==> src/rtl/ram_fifo_ctrl.sv <==
// ram_fifo_ctrl: FIFO sequencer in front of a single-port RAM.
// Converts push/pop valid-ready handshakes into registered RAM
// Data/Address/WR/RD strobes and returns read data with a valid flag.
// A single-port RAM accepts one operation per cycle. When a pop and a push are
// both possible in the same cycle, the pop is accepted.
module ram_fifo_ctrl #(
    parameter int unsigned DATA_W = 4,
    parameter int unsigned ADDR_W = 4
) (
    input  logic              clk,
    input  logic              rst_n,
    input  logic              push_valid,
    output logic              push_ready,
    input  logic [DATA_W-1:0] push_data,
    input  logic              pop_valid,
    output logic              pop_ready,
    output logic [DATA_W-1:0] dout,
    output logic              dout_valid,
    output logic [DATA_W-1:0] ram_data,
    output logic [ADDR_W-1:0] ram_addr,
    output logic              ram_wr,
    output logic              ram_rd,
    input  logic [DATA_W-1:0] ram_out,
    output logic [ADDR_W:0]   count,
    output logic              full,
    output logic              empty,
    output logic              ovf_err
);

    localparam int unsigned      DEPTH   = 2 ** ADDR_W;
    localparam logic [ADDR_W:0]  DEPTH_C = (ADDR_W + 1)'(DEPTH);

    logic [ADDR_W-1:0] wr_ptr_q, wr_ptr_d;
    logic [ADDR_W-1:0] rd_ptr_q, rd_ptr_d;
    logic [ADDR_W:0]   count_q, count_d;
    logic              ram_wr_q, ram_wr_d;
    logic              ram_rd_q, ram_rd_d;
    logic [ADDR_W-1:0] ram_addr_q, ram_addr_d;
    logic [DATA_W-1:0] ram_data_q, ram_data_d;
    logic              dout_valid_q, dout_valid_d;
    logic              ovf_err_q, ovf_err_d;

    logic push_acc;
    logic pop_acc;

    // Handshake decode: the pop has priority, so a push yields whenever a pop is possible
    always_comb begin
        empty      = (count_q == '0);
        full       = (count_q == DEPTH_C);
        pop_ready  = !empty;
        push_ready = !full && !(pop_valid && !empty);
        pop_acc    = pop_valid && pop_ready;
        push_acc   = push_valid && push_ready;
    end

    // Next-state: pointers, occupancy, registered RAM strobes, read-valid pipeline
    always_comb begin
        wr_ptr_d     = wr_ptr_q;
        rd_ptr_d     = rd_ptr_q;
        count_d      = count_q;
        ram_wr_d     = 1'b0;
        ram_rd_d     = 1'b0;
        ram_addr_d   = ram_addr_q;
        ram_data_d   = ram_data_q;
        dout_valid_d = ram_rd_q;
        ovf_err_d    = ovf_err_q || (push_valid && full);
        if (pop_acc) begin
            ram_rd_d   = 1'b1;
            ram_addr_d = rd_ptr_q;
            rd_ptr_d   = rd_ptr_q + ADDR_W'(1);
            count_d    = count_q - (ADDR_W + 1)'(1);
        end else if (push_acc) begin
            ram_wr_d   = 1'b1;
            ram_addr_d = wr_ptr_q;
            ram_data_d = push_data;
            wr_ptr_d   = wr_ptr_q + ADDR_W'(1);
            count_d    = count_q + (ADDR_W + 1)'(1);
        end
    end

    // State register with asynchronous active-low reset
    always_ff @(posedge clk or negedge rst_n) begin
        if (!rst_n) begin
            wr_ptr_q     <= '0;
            rd_ptr_q     <= '0;
            count_q      <= '0;
            ram_wr_q     <= 1'b0;
            ram_rd_q     <= 1'b0;
            ram_addr_q   <= '0;
            ram_data_q   <= '0;
            dout_valid_q <= 1'b0;
            ovf_err_q    <= 1'b0;
        end else begin
            wr_ptr_q     <= wr_ptr_d;
            rd_ptr_q     <= rd_ptr_d;
            count_q      <= count_d;
            ram_wr_q     <= ram_wr_d;
            ram_rd_q     <= ram_rd_d;
            ram_addr_q   <= ram_addr_d;
            ram_data_q   <= ram_data_d;
            dout_valid_q <= dout_valid_d;
            ovf_err_q    <= ovf_err_d;
        end
    end

    // Output mapping
    always_comb begin
        ram_wr     = ram_wr_q;
        ram_rd     = ram_rd_q;
        ram_addr   = ram_addr_q;
        ram_data   = ram_data_q;
        count      = count_q;
        dout_valid = dout_valid_q;
        dout       = ram_out;
        ovf_err    = ovf_err_q;
    end

endmodule

==> config.mk <==
export PLATFORM = sky130hd
export DESIGN_NAME = ram_fifo_ctrl
export DESIGN_NICKNAME = d
export VERILOG_FILES = /design/src/rtl/ram_fifo_ctrl.sv
export SDC_FILE = /design/constraint.sdc
export NUM_CORES = 1
export LEC_CHECK = 0
export CAP_MARGIN = 40
export CELL_PAD_IN_SITES_DETAIL_PLACEMENT = 2
export CELL_PAD_IN_SITES_GLOBAL_PLACEMENT = 2
export CORE_MARGIN = 2
export CORE_UTILIZATION = 29
export CTS_CLUSTER_SIZE = 12
export DETAILED_ROUTE_END_ITERATION = 7
export PLACE_DENSITY_LB_ADDON = 0.1
export SETUP_SLACK_MARGIN = 0.3
export SYNTH_ARGS = -nofsm -noshare
export SYNTH_HDL_FRONTEND = slang
export SYNTH_SLANG_ARGS = --single-unit
export TNS_END_PERCENT = 1
==> constraint.sdc <==
create_clock -name clk -period 3.1 [get_ports clk]
set_clock_uncertainty 0.1 [all_clocks]
set_input_delay 0.775 -clock clk [delete_from_list [all_inputs] [get_ports clk]]
set_output_delay 0.775 -clock clk [all_outputs]
set_load 0.005 [all_outputs]
# [Word-level counts from Yosys, hierarchy flattened]
# Cells that the tools add are included.
[word_totals] in_bits=12 register_bits=25
[op_classes] n_addsub=4 n_eq_ne=1 muxes=7 n_bitwise=1 reduce_logical=11
[op_table] op="$mux 5" count=2
[op_table] op="$add 4x1->4 const B" count=2
[op_table] op="$mux 4" count=2
[op_table] op="$add 5x1->5 const B" count=1
[op_table] op="$eq 5x5->1 const B" count=1
[op_table] op="$logic_not 5->1" count=1
[op_table] op="$sub 5x1->5 const B" count=1
[op_table] op="$logic_and 1x1->1" count=4
[op_table] op="$logic_not 1->1" count=3
[op_table] op="$mux 1" count=3
[op_table] op="$reduce_and 2->1" count=1
[op_table] op="$reduce_bool 2->1" count=1
[op_table] op="$logic_or 1x1->1" count=1
[op_table] op="$not 1->1" count=1

# [Longest topological paths before layout]
[depth] word_depth=8 ltp_mapped=8 mapped_depth_nobuf=8

# [Worst setup path before layout]
# Ideal clock, no wire load.
[synth_path] kind="reg2reg" start="register count_q[1], in the netlist count[1]" end="register count_q[3], in the netlist count[3]" path_stages_with_launch=9 arrival_ns=2.237 slack_ns=0.638 period_less_slack_ns=2.462 cell_sequence="dfrtp_1 or4_4 o21ai_4 inv_4 ha_1 a21o_2 a21oi_1 xnor2_1 mux2_2"
[synth_via] elab_chain_cells=7
[synth_rtl] element="from (decl)" line_no="35" text="logic [ADDR_W:0] count_q, count_d;"
[synth_rtl] element="from (signal assigned)" line_no="96" text="count_q <= count_d;"
[synth_rtl] element="$logic_not 5->1 *" line_no="48" text="empty = (count_q == '0);"
[synth_rtl] element="$logic_not 1->1 *" line_no="50" text="pop_ready = !empty;"
[synth_rtl] element="$logic_and 1x1->1 *" line_no="52" text="pop_acc = pop_valid && pop_ready;"
[synth_rtl] element="named net pop_acc" line_no="44" text="logic pop_acc;"
[synth_rtl] element="$logic_not 1->1" line_no="51" text="push_ready = !full && !(pop_valid && !empty);"
[synth_rtl] element="$logic_and 1x1->1" line_no="51"
[synth_rtl] element="$logic_and 1x1->1" line_no="53" text="push_acc = push_valid && push_ready;"
[synth_rtl] element="$reduce_bool 2->1 (no source line)"
# Mark *: on every way through the listed nets, which the timed path passes. The rest lies on a longest branch. The select of a mux whose other input is x is not followed.
# A chain may end at the register's enable or synchronous reset.

# [Final worst setup path]
[layout_path] start="register count_q[0], in the netlist count[0]" end="output port empty"
[layout_via] elab_chain_cells=1
[layout_rtl] element="$logic_not 5->1" line_no="48"
[layout_rtl] element="to (decl)" line_no="26" text="output logic empty,"
# Every way passes these cells.

==> impl_metrics.json <==
{
  "run_status": "completed",
  "n_antenna_cell": 0,
  "synth-edff-count": 0,
  "synth_area_per_cell_um2": 11.59,
  "synth.top_cells.by_area": "sky130_fd_sc_hd__dfrtp_1, sky130_fd_sc_hd__xnor2_1, sky130_fd_sc_hd__nand2_1",
  "cts_made_buffers": 3,
  "dr.first_iter.drc_count": 10,
  "holdCritPathClass": "reg2reg",
  "hold-path-endpoint": "dout_valid",
  "tritoncts_num_sinks": 25,
  "ir_worst_vdd_mv": 0.3646,
  "relative_max_transition_margin": 0.6409,
  "rsz_0062_raised_after_global_routing": "no",
  "power.share.combinational": 0.459,
  "initial_core_util": 0.3012,
  "first_pass_iters": 4,
  "remaining_drc_errors": 0,
  "power.total_mw": 1.521,
  "clock_tree.buffer_depth": 2,
  "setup_tns_ns": 0,
  "met2_usage": 0.2524,
  "detailroute.via_count": 876,
  "path_max_fanout": 4,
  "grt_pass1_wl_mm": 4.719,
  "crit_path_max_incr_delay_ns": 0.51,
  "timing.final.setup_violations": 0,
  "dominantRegCellSynth": "sky130_fd_sc_hd__dfrtp_1",
  "place.gp.congestion": 0.7246,
  "post_route_cells_drive_above_1_share": 0.1606,
  "vias_in_the_first_global_route": 938,
  "synth_most_common_cell": "sky130_fd_sc_hd__dfrtp_1",
  "met1_track_demand_over_resource_in_global_routing": 0.1655,
  "detailed_place_hpwl_mm": 2.198,
  "endpoint_kind": "output port",
  "grt_antenna_before_repair": 0,
  "timing.critical_path.slowest_stage_cell": "sky130_fd_sc_hd__clkdlybuf4s50_1",
  "finalNetCount": 156,
  "biggest_area_consumer_among_synthesized_cells": "sky130_fd_sc_hd__dfrtp_1",
  "syn_nets": 122,
  "final_cells": 187,
  "utilization": 0.4001,
  "achievable-frequency_mhz": 371.3,
  "cts_tree": "built",
  "synth-seq-cells": 25,
  "die_x_um": 68.46,
  "syn-instance-count": 104,
  "reg2reg_depth": 8,
  "seq_power_share": 0.416,
  "placed_cells_incl_taps": 179,
  "power_share_of_the_clock_group": 0.125,
  "synthDominantCellAreaShare": 0.5192,
  "global_route.usage.met3": 0.03618,
  "globalRouteOverflowTotal": 0,
  "cp_data_required_time_ns": 2.22,
  "layout_worst_path_cycle_share": 0.8688,
  "synth.yosys.seq_area_share": 0.5192,
  "routed_wire_length_mm": 2.975,
  "coreArea_um2": 4000,
  "worstPathArrival_ns": 1.82,
  "fin_worst_hold_slack_ns": 0.2852,
  "final_slew_violations": 0,
  "clock_pin_slew_on_the_worst_setup_and_hold_paths_ns": 0.09,
  "routedWlPerCell_um": 15.91,
  "syn_area_um2": 1205,
  "critPathLaunch": "count[0]",
  "io-pin-count": 37,
  "hold_path_depth": 0,
  "power_density_nw_per_um2": 950.5,
  "grt_start_max_net_pins": 26,
  "worstMarginPinSlew_ns": 0.5386,
  "cts.hold.buffers_added": 0,
  "port_buffers": 28,
  "area.growth.synth_to_final_pct": 32.81,
  "worstPathCellList": "nor4_4 -> nand2b_1 -> inv_1 -> clkdlybuf4s50_1",
  "clock_tree.htree_level_count": 1,
  "ys_types": 28,
  "post_synth_most_frequent_cells": "sky130_fd_sc_hd__dfrtp_1, sky130_fd_sc_hd__nand2_1, sky130_fd_sc_hd__xnor2_1",
  "globalRouteTotalUtil": 0.1410,
  "worst_skew_pair.late_latency_ns": 0.27,
  "min-delay-start": "ram_rd",
  "regToRegSetupSlack_ns": 0.43,
  "leakagePower_nw": 0.7250,
  "floorplan.die.height_um": 68.46,
  "share_of_async_settable_or_async_resettable_flops_after_synthesis": 1.000,
  "cap_viol_max_count": 0,
  "crit_type": "reg2out",
  "netSwitchingFraction": 0.3458,
  "crit_path_start_kind": "flip-flop",
  "synth.yosys.warnings": 0,
  "drt-vias-per-instance": 4.684,
  "reg2reg_to": "count[3]",
  "p_switching_uw": 525.9,
  "critical_path.reg2reg.startpoint": "count[0]",
  "detail-route-antenna-nets": 0,
  "die-area_um2": 4687,
  "internal_power_uw": 995.1,
  "post-route-min-period_ns": 2.693,
  "timing_hold_violations_final": 0,
  "grt.busiest_layer": "met2",
  "rows": 23,
  "clk_root_buffer_cell": "sky130_fd_sc_hd__clkbuf_8"
}
[power by group through the flow]
stage / combinational, mW / sequential (mW) / clock, mW
final: 0.698 / 0.633 / 0.190
after global placement: 0.642 / 0.632 / 0
after global routing: 0.784 / 0.657 / 0.217
after detailed placement: 0.673 / 0.648 / 0
after CTS: 0.714 / 0.636 / 0.203
after floorplan: 0.370 / 0.615 / 0
[placed cells by master, fill, tap and decap left out, drive strengths merged, types with 3 or more instances in the layout]
master         count
clkbuf             4
ha                 5
mux2i              3
clkdlybuf4s50     26
nand2             20
buf                6
xnor2             10
dfrtp             25
a21o               5
a21oi              4
inv                6
a22o               3
[worst max-delay path, delay by kind of cell, from the launching register on]
family	cells	cell delay [ns]
DFF	1	0.45
and+or+nand+nor	2	0.50
buffers and inverters	2	0.60
[sequential cells by signal (all words and copies together), names as in the netlist]
signal,count
dout_valid,1
ram_wr,1
wr_ptr_q,4
ram_rd,1
ovf_err,1
ram_data,4
count,5
rd_ptr_q,4
ram_addr,4
[how the worst max path moves through the flow]
| stage | depth (start not counted) | endpoint | slack (ns) |
|---|---|---|---|
| 2_1_floorplan | 8 | count[3] | 0.64 |
| 3_3_place_gp | 3 | push_ready | 0.27 |
| 3_5_place_dp | 8 | count[3] | 0.24 |
| 4_1_cts | 4 | empty | 0.31 |
| 5_1_grt | 4 | empty | 0.30 |
| 6_report | 4 | empty | 0.41 |
[cell type report]
| class | count | area, µm² |
|---|---|---|
| multi-input cells | 68 | 516.7 |
| well taps | 50 | 62.56 |
| inverters | 6 | 25.02 |
| clock buffers | 4 | 45.04 |
| fillers | 422 | 2400 |
| flip-flops and latches | 25 | 628.1 |
| repair buffers | 34 | 322.8 |
[what timing repair did]
item | CTS | global route
setup endpoints to repair | 2 | 2
setup buffers | 3 | 1
gates resized for setup | 5 | 0
endpoints found under the hold margin | 0 | 0
pin swaps | 1 | 1
[metrics by stage]
| step | setup slack (ns) | cell area [µm²] |
|---|---|---|
| 3_3_place_gp | 0.2689 | 1521 |
| 3_5_place_dp | 0.2357 | 1521 |
| 6_report | 0.4066 | 1600 |
| 4_1_cts | 0.3069 | 1593 |
| 2_1_floorplan | 0.6382 | 1205 |
| 5_1_grt | 0.2987 | 1600 |
[cells by family after synthesis]
logic type | synth area share
adders and majority gates | 0.06854
muxes | 0.04673
xor gates and xnor gates | 0.07269
buffers and inverters | 0.05503
AOI/OAI and AO/OA | 0.1059
and+or+nand+nor | 0.1319
DFF | 0.5192
[layer usage]
layer	routed length (µm)	vias to the layer above
met5	0	-
met3	83	2
li1	-	410
met2	1600	14
met1	1273	450
met4	17	0
(Power assumes the default switching activity.)
